==> config.mk <==
export PLATFORM = sky130hd
export DESIGN_NAME = mod_updown_counter
export DESIGN_NICKNAME = d
export VERILOG_FILES = /design/src/rtl/mod_updown_counter.sv
export SDC_FILE = /design/constraint.sdc
export NUM_CORES = 1
export LEC_CHECK = 0
export CAP_MARGIN = 10
export CORE_MARGIN = 2
export CORE_UTILIZATION = 49
export DETAILED_ROUTE_END_ITERATION = 7
export GPL_TIMING_DRIVEN = 0
export PLACE_DENSITY = 0.94
export SYNTH_ARGS = -nofsm -noshare
export SYNTH_HDL_FRONTEND = slang
export SYNTH_SLANG_ARGS = --single-unit
==> constraint.sdc <==
create_clock -name clk -period 3.09 [get_ports clk]
set_input_delay 0.618 -clock clk [delete_from_list [all_inputs] [get_ports clk]]
set_output_delay 0.618 -clock clk [all_outputs]
set_load 0.02 [all_outputs]
==> src/rtl/mod_updown_counter.sv <==
// Modulo-MODULUS up/down counter with clear, clamped load, wrap/one-shot modes and cascade carry.
// Optional BCD view of the count on bcd_out when BCD_OUT_EN is defined.
module mod_updown_counter #(
  parameter int unsigned WIDTH      = 8,
  parameter int unsigned MODULUS    = 100,
  parameter int unsigned ONE_SHOT   = 0,
  parameter int unsigned BCD_DIGITS = 2
) (
  input  logic             clk,
  input  logic             reset,
  input  logic             en,
  input  logic             up,
  input  logic             clr,
  input  logic             load,
  input  logic [WIDTH-1:0] load_val,
  output logic [WIDTH-1:0] count,
  output logic             tc,
  output logic             wrap,
  output logic             done
`ifdef BCD_OUT_EN
  ,
  output logic [4*BCD_DIGITS-1:0] bcd_out
`endif
);

  localparam logic [WIDTH-1:0] TERM = WIDTH'(MODULUS - 1);

  // Reject parameter sets whose count range cannot be represented.
  if (MODULUS < 2 || 64'(MODULUS) > (64'(1) << WIDTH) ||
      (BCD_DIGITS < 10 && (64'(10) ** BCD_DIGITS) < 64'(MODULUS))) begin : g_param_check
    $error("mod_updown_counter: illegal WIDTH/MODULUS/BCD_DIGITS combination");
  end

  logic             at_term;
  logic [WIDTH-1:0] count_nxt;
  logic             wrap_nxt;
  logic             done_nxt;

  // Next-state and cascade carry; priority clr > load > en > hold.
  always_comb begin
    at_term   = up ? (count == TERM) : (count == '0);
    tc        = en & at_term & ~done;
    count_nxt = count;
    wrap_nxt  = 1'b0;
    done_nxt  = done;
    if (clr) begin
      count_nxt = '0;
      done_nxt  = 1'b0;
    end else if (load) begin
      count_nxt = ((WIDTH+1)'(load_val) >= (WIDTH+1)'(MODULUS)) ? TERM : load_val;
      done_nxt  = 1'b0;
    end else if (en && !done) begin
      if (!at_term) begin
        count_nxt = up ? count + WIDTH'(1) : count - WIDTH'(1);
      end else begin
        wrap_nxt = 1'b1;
        if (ONE_SHOT != 0) begin
          done_nxt = 1'b1;
        end else begin
          count_nxt = up ? '0 : TERM;
        end
      end
    end
  end

  always_ff @(posedge clk) begin
    if (reset) begin
      count <= '0;
      wrap  <= 1'b0;
      done  <= 1'b0;
    end else begin
      count <= count_nxt;
      wrap  <= wrap_nxt;
      done  <= done_nxt;
    end
  end

`ifdef BCD_OUT_EN
  localparam int unsigned BCD_W = 4 * BCD_DIGITS;

  // Shift-add-3 conversion, applied to the next count so bcd_out lines up with count.
  function automatic logic [BCD_W-1:0] to_bcd(input logic [WIDTH-1:0] bin);
    logic [BCD_W-1:0] b;
    b = '0;
    for (int i = int'(WIDTH) - 1; i >= 0; i--) begin
      for (int d = 0; d < int'(BCD_DIGITS); d++) begin
        if (b[4*d +: 4] >= 4'd5) b[4*d +: 4] = b[4*d +: 4] + 4'd3;
      end
      b = {b[BCD_W-2:0], bin[i]};
    end
    return b;
  endfunction

  always_ff @(posedge clk) begin
    if (reset) begin
      bcd_out <= '0;
    end else begin
      bcd_out <= to_bcd(count_nxt);
    end
  end
`endif

endmodule

After elaboration in Yosys (flattened, before gate mapping)
Index checks and enable logic that the tools add are counted.
{"block": "classes", "bitwise": 2, "n_reduce_logical": 4, "muxes": 8, "add_sub_neg": 2, "order_cmp": 1, "n_eq_ne": 1}
{"op": "two-way mux 8 bit", "n": 5}
{"op": "adder 8 x 1 -> 8 bit, second input constant", "n": 1}
{"op": "equality test 8 x 7 -> 1 bit, second input constant", "n": 1}
{"op": ">= comparator 8 x 7 -> 1 bit, second input constant", "n": 1}
{"op": "zero test 8 bit", "n": 1}
{"op": "subtractor 8 x 1 -> 8 bit, second input constant", "n": 1}
{"op": "two-way mux 7 bit", "n": 1}
{"op": "OR reduction 4 bit", "n": 1}
{"op": "two-way mux 1 bit", "n": 2}
{"op": "nonzero test 2 bit", "n": 1}
{"op": "OR reduction 2 bit", "n": 1}
{"op": "bitwise AND 1 bit", "n": 1}
{"op": "inverter 1 bit", "n": 1}
{"block": "word_totals", "reg_bits": 9, "inputBits": 14, "output_inout_bits": 11, "elab_cells": 20}

Depth between registers and ports, before layout
{"block": "depth", "ltp_word": 5, "mapped_depth": 7, "mapped_depth_nobuf": 7}

Worst setup path before layout
No wires, ideal clock.
{"block": "synth_timing", "path_kind": "in2reg", "startpoint": "input up", "endpoint": "register count[7]", "setup_slack_ns": 0.803, "setup_ns": 0.074, "arrival_ns": 2.213, "required_ns": 3.016, "path_buffers": 0, "path_stages": 7, "path_cell_list": "inv_1 -> ha_1 -> a211oi_2 -> o21ai_0 -> and3_1 -> or4b_1 -> a31oi_1"}
{"block": "synth_via", "elab_chain_cells": 4, "word_cells_on_any_way": 5, "cone_classes": "mux (5)"}
{"element": "start: declaration", "line": "12", "text": "input logic up,"}
{"element": "two-way mux 8 bit / two-way mux 1 bit (equally long branches)", "line": "54, 41"}
{"element": "two-way mux 8 bit (*)", "line": "53", "text": "if (!at_term) begin"}
{"element": "two-way mux 8 bit (*)", "line": "52", "text": "end else if (en && !done) begin"}
{"element": "two-way mux 8 bit (*)", "line": "49", "text": "end else if (load) begin"}
{"element": "end signal: assignment", "line": "72", "text": "count <= count_nxt;"}
{"element": "end: declaration", "line": "16", "text": "output logic [WIDTH-1:0] count,"}
Every way passes the cells marked *; elsewhere a longest branch is shown, timed or not. The select of a mux whose other input is x is not followed.
A chain may end at the register's enable or synchronous reset.

Worst setup path in the final report
{"block": "layout_timing", "startpoint": "input up", "endpoint": "register count[6]"}
{"block": "layout_via", "elab_chain_cells": 4, "word_cells_on_any_way": 6, "cone_classes": "mux (6)"}
{"element": "two-way mux 8 bit (tied with other cells)", "line": "54", "text": "count_nxt = up ? count + WIDTH'(1) : count - WIDTH'(1);"}
{"element": "two-way mux 8 bit (*)", "line": "53"}
{"element": "two-way mux 8 bit (*)", "line": "52"}
{"element": "two-way mux 8 bit (*)", "line": "49"}
Marked as above.

==> results <==
- For this run, the share of the core covered by cells in the final layout is 0.713.
- Summing all non-filler instances in the final layout gives an area of approximately 0.0011 mm2.
- The critical path crosses 8 cells after its start point.
- The total count of max-transition violations in the final report is 0.
- The path category of the worst min-delay check is flip-flop to flip-flop.
- The tree is rooted in a sky130_fd_sc_hd__clkbuf_4.
- The via count of the first global-routing pass is between 800 and 900.
- The total area inside the core boundary comes to around 0.0015 mm2.
- The endpoint of the most critical register-to-register path is count[7].
- After synthesis, the netlist uses between 40 and 50 different library cells.
- The startpoint of the lowest-slack register-to-register path is count[4].
- The number of antenna diodes in the final layout is 0.
- After legalization and detailed placement, the total HPWL measured 1.77 mm.
- The post-synthesis instance area is around 820 um2.
- Before antenna repair, the detailed router went through 4 iterations.
- The final layout contains 150 nets.
- The cell area after placement is 0.00107 mm2.
- The detailed-route vias per instance is between 6 and 7.
- Clock latency on the worst-skew pair, taken at its later pin, is roughly 0.27 ns.
- The peak supply drop is approximately 330 uV.
- The die area is about 0.002 mm2.
- The post-synthesis to final-layout area growth is 34.0%.
- For this run, the top clock speed supported by timing is 0.356 GHz.
- Setup repair after global routing left no endpoint under its margin.
- Across every metal layer, demand over resource in global routing totals 0.248.
- Buffers inserted during clock tree synthesis total 3.
- The startpoint identified for the worst hold timing path is count[1].
- The final wirelength is approximately 2.2 mm.
- The post-layout minimum cycle time is 2.81 ns.
- The sum of buffers and inverters on the critical path is 2.
- The data required time of the critical path is about 3.2 ns.
- The number of nets in the synthesized netlist is 122.
- By startpoint and endpoint, the worst setup path is classified as input pin to flip-flop.
- The first global-routing pass estimated between 3 and 4 mm of wire.
- Across the run, the number of max-cap violations was 0.
- For this design, the CTS-stage hold fixing added 0 buffers.
- In this run the worst setup path begins at up.
- The final weighted congestion in routability-driven placement is 0.881.
- The hold violation count in the final report is 0.
- The share of synthesized area occupied by flip-flops and latches is 0.220.
- The worst setup skew after layout is 0.00419 ns.
- From left edge to right edge, the die measures roughly 45 um.
- The nature of the critical path endpoint is a flip-flop.
- Traced cell by cell, the critical path runs through clkdlybuf4s50_1 -> inv_1 -> fa_1 -> a21o_1 -> a21oi_1 -> nor4_1 -> nor4_1 -> o21ai_0.
- In this run the vertical extent of the chip is 44.9 um.
- In this run the static leakage power is ~0.46 nW.
- For this configuration, the core starts out at a cell density of 0.532.
- The hold path endpoint is count[1].
- The register clock-pin slew on the reported worst setup and hold paths is ~0.07 ns.
- The flow ran to the end, and the final reports show no timing, DRC or antenna violations.
- After clock tree synthesis, the setup repair step added 0 buffers.
- Along the worst path, the maximum fanout reaches 10.
- The DRC violations left is 0.
- For this design the ratio of total power to cell area is around 350 mW/mm2.
- Counting flops and latches in the post-synthesis netlist gives 9.
- Broken down by cell family, the worst path's largest delay share belongs to buffers and inverters.
- The summed negative setup slack over all endpoints is 0 ns.
- The setup violation total in the final timing report is 0.
- The maximum buffer depth of the clock tree is 2.
- CTS built an H-tree with a depth of 1.
- The detailed router finished its first iteration with 21 violations.
- The number of antenna violations at the first check in global routing is 0.
- Entering global routing, the biggest net connects 11 pins.
- STA classifies the critical path startpoint as an input pin.
- Once detail routing completed, the nets flagged for antenna violations numbered 0.
- Dividing the synthesized area by the synthesized cell count gives about 8 um2.
- Counting cells, the worst reg-to-reg path comes to 6.
- On the worst path, the slowest cell contributes a delay of around 0.56 ns.
- The synthesis warning total is 0.
- Input and output buffers added on the ports amount to 23.
- For this design the top-level I/O count stands at 25.
- The largest individual stage delay along the critical path comes from the cell sky130_fd_sc_hd__clkdlybuf4s50_1.
- After global routing the overflow that remains totals 0.
- The floorplan has 14 rows.
- The setup check on the worst reg-to-reg path leaves a slack of 0.99 ns.
- For this design, the sink count on the clock tree is 9.
- In the final layout, the share of cells above drive strength 1 is 0.117.
- Of the available clock period, the critical path in the final layout requires 0.910.
- For the worst setup path, the data arrival time is roughly 3.0 ns.
- TritonCTS built the clock tree.
- The routed layout has between 900 and 1,000 vias.
- Counting instances, the worst hold path has a depth of 2.
- The instance count of the mapped netlist is 101.
- The cell that appears most often on the critical path is sky130_fd_sc_hd__nor4_1.
- The average wire length per cell after detail routing is between 15 and 20 um.
==> tightest hold or removal path: cells and delay by family (launching register included) <==
kind | cells | cell delay, ns
compound gates | 1 | 0.06
flops | 1 | 0.38
simple gates | 1 | 0.09
==> report_power, final <==
part,switching [mW],internal [mW],leakage (nW)
Combinational,0.0800,0.0761,0.376
Clock,0.0479,0.0501,0.0150
Sequential,0.0119,0.122,0.0736
Total,0.140,0.249,0.464
==> how the worst max path moves through the flow <==
| stage | end | slack (ns) |
|---|---|---|
| 5_1_grt | count[6] | 0.11 |
| 3_3_place_gp | count[7] | 0.06 |
| 2_1_floorplan | count[7] | 0.80 |
| 3_5_place_dp | count[6] | 0.004 |
| 4_1_cts | tc | 0.09 |
| 6_report | count[6] | 0.28 |
==> layout by cell type (no fill, tap or decap), drive strengths merged, types with 2 or more instances in the layout <==
cell,count
ha,6
clkdlybuf4s50,22
or2,2
nor2,9
o211ai,2
o221ai,2
buf,2
a21oi,15
mux2i,2
a21o,3
a31oi,2
nand2,7
inv,6
clkbuf,4
a222oi,2
dfxtp,9
nor4,5
o21ai,6
or4,2
==> layer usage <==
metal / wire length [um] / track usage
met1: 932 / 0.287
met2: 1110 / 0.446
met3: 155 / 0.0400
met4: 44 / 0.106
met5: 0 / 0
==> through the flow <==
step                power (mW)  hold slack (ns)  setup WS, ns  std cells
floorplan                0.235            0.583         0.803        101
global placement         0.285            0.528        0.0569        140
detailed placement       0.290            0.566       0.00437        140
CTS                      0.384            0.573        0.0896        144
global route             0.405            0.602         0.112        144
finish                   0.388            0.578         0.278        144
==> state kept, by name, indices dropped and copies added (netlist names) <==
name	count
wrap	1
count	8
==> synth_stat cells, drive strengths merged <==
| library cell | instances | area [um2] |
|---|---|---|
| or4 | 2 | 18.8 |
| a31oi | 2 | 12.5 |
| o21bai | 1 | 7.51 |
| or2 | 2 | 12.5 |
| dfxtp | 9 | 180 |
| nor4 | 5 | 46.3 |
| nor3 | 1 | 5.00 |
| xor2 | 1 | 8.76 |
| inv | 6 | 22.5 |
| o221a | 1 | 11.3 |
| a222oi | 2 | 20.0 |
| mux2i | 2 | 32.5 |
| nand2 | 7 | 26.3 |
| a32oi | 1 | 8.76 |
| o22ai | 1 | 6.26 |
| o21ai | 6 | 30.0 |
| or4b | 1 | 10.0 |
| o221ai | 2 | 17.5 |
| nand2b | 1 | 6.26 |
| or3 | 1 | 7.51 |
| nand4 | 1 | 6.26 |
| o31a | 1 | 8.76 |
| a211oi | 1 | 12.5 |
| conb | 1 | 3.75 |
| or2b | 1 | 7.51 |
| fa | 1 | 20.0 |
| and3 | 1 | 6.26 |
| a21o | 3 | 23.8 |
| o211ai | 2 | 15.0 |
| buf | 2 | 12.5 |
| ha | 6 | 75.1 |
| nor2 | 9 | 33.8 |
| o211a | 1 | 10.0 |
| nor2b | 1 | 6.26 |
| a21oi | 15 | 78.8 |
| xnor2 | 1 | 8.76 |
==> cell families after synthesis <==
family          synth area share
compound gates             0.321
xor+xnor                  0.0214
other cells              0.00458
simple gates               0.235
buf+inv                   0.0427
flops                      0.220
mux                       0.0397
fa+ha+maj                  0.116
==> cell type report <==
type                    count  area, um2
fillers                   114        443
plain buffers               2       12.5
repair buffers             23        233
flip-flops and latches      9        180
clock buffers               4       26.3
well taps                  16       20.0
inverters                   6       22.5
multi-input cells          84        604
==> timing repair <==
item,CTS,global route
endpoints found under the setup margin,0,1
endpoints found under the hold margin,0,0
gates resized for setup,0,1
No activity file was read; power rests on OpenSTA's default activity.
